**src/rtl/tx_control.sv**
```systemverilog
// Transmit sequencer for the UART calculator link: latches a result word and sends it LSB byte first.
// Optional macro TX_CHECKSUM_EN appends an XOR-of-bytes checksum as a final byte.
module tx_control #(
  parameter  int N_BYTES = 2,
  localparam int DATA_W  = 8 * N_BYTES
) (
  input  logic              clk,
  input  logic              reset,
  input  logic              trigger,
  input  logic [DATA_W-1:0] result,
  input  logic              tx_busy,
  output logic              tx_start,
  output logic [7:0]        tx_data,
  output logic              busy,
  output logic              done
);

`ifdef TX_CHECKSUM_EN
  localparam int N_TX = N_BYTES + 1;
`else
  localparam int N_TX = N_BYTES;
`endif
  localparam int SH_W  = 8 * N_TX;
  localparam int CNT_W = $clog2(N_BYTES + 1);
  localparam logic [CNT_W-1:0] LAST = CNT_W'(N_TX - 1);

  typedef enum logic [2:0] {
    IDLE,
    SEND,
    WAIT_ACK,
    WAIT_FREE,
    DONE
  } state_t;

  state_t            state_q, state_d;
  logic [SH_W-1:0]   shreg_q, shreg_d;
  logic [SH_W-1:0]   shreg_next;
  logic [CNT_W-1:0]  cnt_q, cnt_d;
  logic [7:0]        tx_data_q, tx_data_d;

`ifdef TX_CHECKSUM_EN
  function automatic logic [7:0] xor_bytes(input logic [DATA_W-1:0] w);
    logic [7:0] acc;
    acc = 8'h00;
    for (int i = 0; i < N_BYTES; i++) begin
      acc = acc ^ w[8*i +: 8];
    end
    return acc;
  endfunction
`endif

  assign shreg_next = shreg_q >> 8;

  // tx_data is loaded on entry to SEND so it is already valid while tx_start is high
  always_comb begin
    state_d   = state_q;
    shreg_d   = shreg_q;
    cnt_d     = cnt_q;
    tx_data_d = tx_data_q;
    unique case (state_q)
      IDLE: begin
        if (trigger && !tx_busy) begin
`ifdef TX_CHECKSUM_EN
          shreg_d = {xor_bytes(result), result};
`else
          shreg_d = result;
`endif
          cnt_d     = '0;
          tx_data_d = result[7:0];
          state_d   = SEND;
        end
      end
      SEND: begin
        state_d = WAIT_ACK;
      end
      WAIT_ACK: begin
        if (tx_busy) begin
          state_d = WAIT_FREE;
        end
      end
      WAIT_FREE: begin
        if (!tx_busy) begin
          if (cnt_q == LAST) begin
            state_d = DONE;
          end else begin
            shreg_d   = shreg_next;
            tx_data_d = shreg_next[7:0];
            cnt_d     = cnt_q + CNT_W'(1);
            state_d   = SEND;
          end
        end
      end
      DONE: begin
        state_d = IDLE;
      end
      default: begin
        state_d = IDLE;
      end
    endcase
  end

  always_ff @(posedge clk or negedge reset) begin
    if (!reset) begin
      state_q   <= IDLE;
      shreg_q   <= '0;
      cnt_q     <= '0;
      tx_data_q <= 8'h00;
    end else begin
      state_q   <= state_d;
      shreg_q   <= shreg_d;
      cnt_q     <= cnt_d;
      tx_data_q <= tx_data_d;
    end
  end

  assign tx_start = (state_q == SEND);
  assign tx_data  = tx_data_q;
  assign busy     = (state_q != IDLE);
  assign done     = (state_q == DONE);

endmodule

```
**config.mk**
```make
export PLATFORM = sky130hd
export DESIGN_NAME = tx_control
export DESIGN_NICKNAME = d
export VERILOG_FILES = /design/src/rtl/tx_control.sv
export SDC_FILE = /design/constraint.sdc
export NUM_CORES = 1
export LEC_CHECK = 0
export BUFFER_PORTS_ARGS = -buffer_cell sky130_fd_sc_hd__buf_2
export CORE_ASPECT_RATIO = 1.2
export CORE_UTILIZATION = 50
export DETAILED_ROUTE_END_ITERATION = 7
export PLACE_DENSITY = 0.77
export SLEW_MARGIN = 15
export SYNTH_ARGS = -nofsm -noshare
export SYNTH_HDL_FRONTEND = slang
export SYNTH_SLANG_ARGS = --single-unit
```
**constraint.sdc**
```tcl
create_clock -name clk -period 2.6 [get_ports clk]
set_input_delay 0.39 -clock clk [delete_from_list [all_inputs] [get_ports clk]]
set_output_delay 0.39 -clock clk [all_outputs]
set_load 0.02 [all_outputs]
```
==> impl_metrics.csv <==
group,metric,value,unit
floorplanning,coreArea,2070,µm²
pwr,fin_total_pwr,1.45,mW
yosys,ys.flop_type,"dfrtp_1",
place,place_area,1220,µm²
sta,period_share,74.9,%
worst_setup_path,critPathMaxFanout,17,
sta,skew,0.00378,ns
detailed_routing,drc,0,
pwr,p_leak,0.611,nW
clocking,cts_buffers,3,
worst_setup_path,timing.rr.end,"shreg_q[6]",
pwr,p_per_area,1160,nW/µm²
worst_setup_path,endpoint_kind,"flop",
yosys,yosys.area.top_type,"dfrtp_1",
detailed_routing,drtPass1Iterations,4,
worst_setup_path,r2r_cells,3,
detailed_routing,drt-initial-drc-count,10,
yosys,avgSynthCellArea,11.7,µm²
yosys,syn_inst,95,
clocking,cts-hold-fix-buffers,0,
sta,hold_violations,0,
sta,worst_pin_slew,0.720,ns
detailed_routing,wirelength,1.70,mm
yosys,yosys_warnings,0,
clocking,htreeDepth,1,
grt,grt_usage,17.2,%
worst_setup_path,critPathRequiredTime,2.79,ns
worst_setup_path,worst-r2r-setup-slack,0.65,ns
grt,grt_pass1_wl,3.04,mm
yosys,synth_top_area_share,47.5,%
yosys,synthesis.area,1110,µm²
detailed_routing,detail-route-antenna-nets,0,
grt,antenna_found_initial,0,
yosys,yosysMostFrequentCell,"dfrtp_1",
sta,tns,0,ns
worst_setup_path,setup.worst_path.start_class,"flop",
place,globalplace.congestion,0.774,
grt,grt_max_degree,22,
cells_and_area,fin_area,1240,µm²
cells_and_area,finalNetCount,141,
run_status,outcome,"complete, no violations",
sta,finalCriticalPeriod,1.95,ns
sta,max_freq,0.513,GHz
yosys,async_flop_share,100,%
clocking,cts_tree,"yes",
sta,maxSlewViolCount,0,
yosys,synth.area.top_cells,"dfrtp_1, mux2_2, mux2i_1",
cells_and_area,syn_to_final_growth,12.3,%
yosys,yosysSeqAreaShare,47.5,%
job,drv_cap,0,
grt,overflow,0,
detailed_routing,vias_per_cell,4.70,
cells_and_area,antennaDiodeCount,0,
worst_setup_path,cp_data_arrival_time,2.14,ns
clocking,cts.sinks,21,
sta,relSlewSlack,51.9,%
floorplanning,rows,18,
yosys,synth_edf_count,0,
clocking,ctsRootBufferMaster,"clkbuf_4",
yosys,synth_cell_types,24,
place,hpwl,1.24,mm
detailed_routing,avgRoutedWirePerCell,11.4,µm
clocking,cts_setup_buffers,0,
clocking,cts-resized-gates,0,
detailed_routing,num_vias,700,
cells_and_area,final_layout_size_suffix_gt1_share,47.9,%
pwr,irDropWorstVdd,0.000595,V
sta,setup_violations,0,
floorplanning,die_h,53.6,µm
clocking,clk_latency,0.30,ns
grt,grt_pass1_vias,725,
clocking,path_clk_slew,0.12,ns
yosys,ys_seq_elements,21,
yosys,syn_nets,116,
floorplanning,ioPinCount,31,
clocking,clock_path_buffers,2,
place,port_buffers,30,
worst_setup_path,critPathKind,"flop to flop",
floorplanning,fp.dieArea,2410,µm²
worst_hold_path,holdCritPathClass,"input port to asynchronous set/reset pin",
worst_setup_path,timing.rr.start,"state_q[2]",
yosys,ys_top_cells_by_count,"dfrtp_1, mux2_2, inv_1, nand2_1",
floorplanning,die_x,45.0,µm
floorplanning,start_util,53.4,%
sta,rsz0062_at_grt,"no",
registers in the layout (all words and copies together), names as in the netlist:
register  count
state_q       3
shreg_q      16
cnt_q         2
cell families after synthesis:
kind of cell / after synthesis / share of synthesized area, %
AO/OA/AOI/OAI: 3 / 2.71
adder cells (fa/ha/maj): 1 / 1.13
buffers and inverters: 21 / 11.5
flip-flops: 21 / 47.5
multiplexers: 26 / 26.2
AND/OR/NAND/NOR: 23 / 11.0
worst max path at each step:
| stage | start | slack, ns | endpoint |
|---|---|---|---|
| 2_1_floorplan | state_q[1] | 0.68 | shreg_q[6] |
| 3_3_place_gp | state_q[2] | 0.71 | shreg_q[5] |
| 3_5_place_dp | state_q[2] | 0.67 | shreg_q[4] |
| 4_1_cts | state_q[2] | 0.66 | shreg_q[4] |
| 5_1_grt | state_q[2] | 0.56 | shreg_q[1] |
| 6_report | state_q[2] | 0.65 | shreg_q[6] |
metal layers:
| layer | routed length [µm] | GRT usage (%) | part of all wire, % |
|---|---|---|---|
| met5 | 0 | 0 | 0 |
| met4 | 0 | 4.55 | 0 |
| met3 | 78 | 3.02 | 4.6 |
| met2 | 785 | 29.0 | 46 |
| met1 | 834 | 22.9 | 49 |
area by class of cell:
class	instances	area [µm²]
Fill cell	186	828
Sequential cell	21	526
Multi-Input combinational cell	53	454
Timing Repair Buffer	32	165
Tap cell	30	37.5
Inverter	9	33.8
Clock buffer	3	22.5
Clock inverter	1	5.00
critical path, cell delays in order, from the launching register on:
cell	delay, ns
dfrtp_1	0.49
nand3b_1	0.62
mux2_2	0.48
mux2_4	0.26
metrics by stage:
| step | util, % | hold slack (ns) | setup slack (ns) | std cells |
|---|---|---|---|---|
| after floorplan | - | 0.0944 | 0.683 | 95 |
| after global placement | 58.7 | 0.365 | 0.710 | 145 |
| after detailed placement | 58.7 | 0.367 | 0.670 | 145 |
| after CTS | 60.0 | 0.0231 | 0.660 | 149 |
| after global routing | 60.0 | 0.0422 | 0.560 | 149 |
| final | 60.0 | 0.0213 | 0.651 | 149 |
power by group:
| group | switching (mW) | internal [mW] |
|---|---|---|
| logic | 0.352 | 0.359 |
| registers | 0.101 | 0.481 |
| clock network | 0.0963 | 0.0573 |
layout by cell type (no fill, tap or decap):
cell type,instances
buf_4,2
clkbuf_4,3
a21oi_1,1
or3_1,1
and2_1,1
ha_1,1
inv_1,9
o21ai_0,1
nor2b_1,1
a211oi_4,1
mux2_2,16
or2_2,1
nor4b_1,1
nand3b_1,2
mux2_4,2
nor3b_1,1
nor3_1,1
dfrtp_1,21
nand2_1,9
buf_2,30
mux2i_1,8
clkinv_2,1
nor2_1,4
or3b_4,1
(Power assumes the default switching activity.)
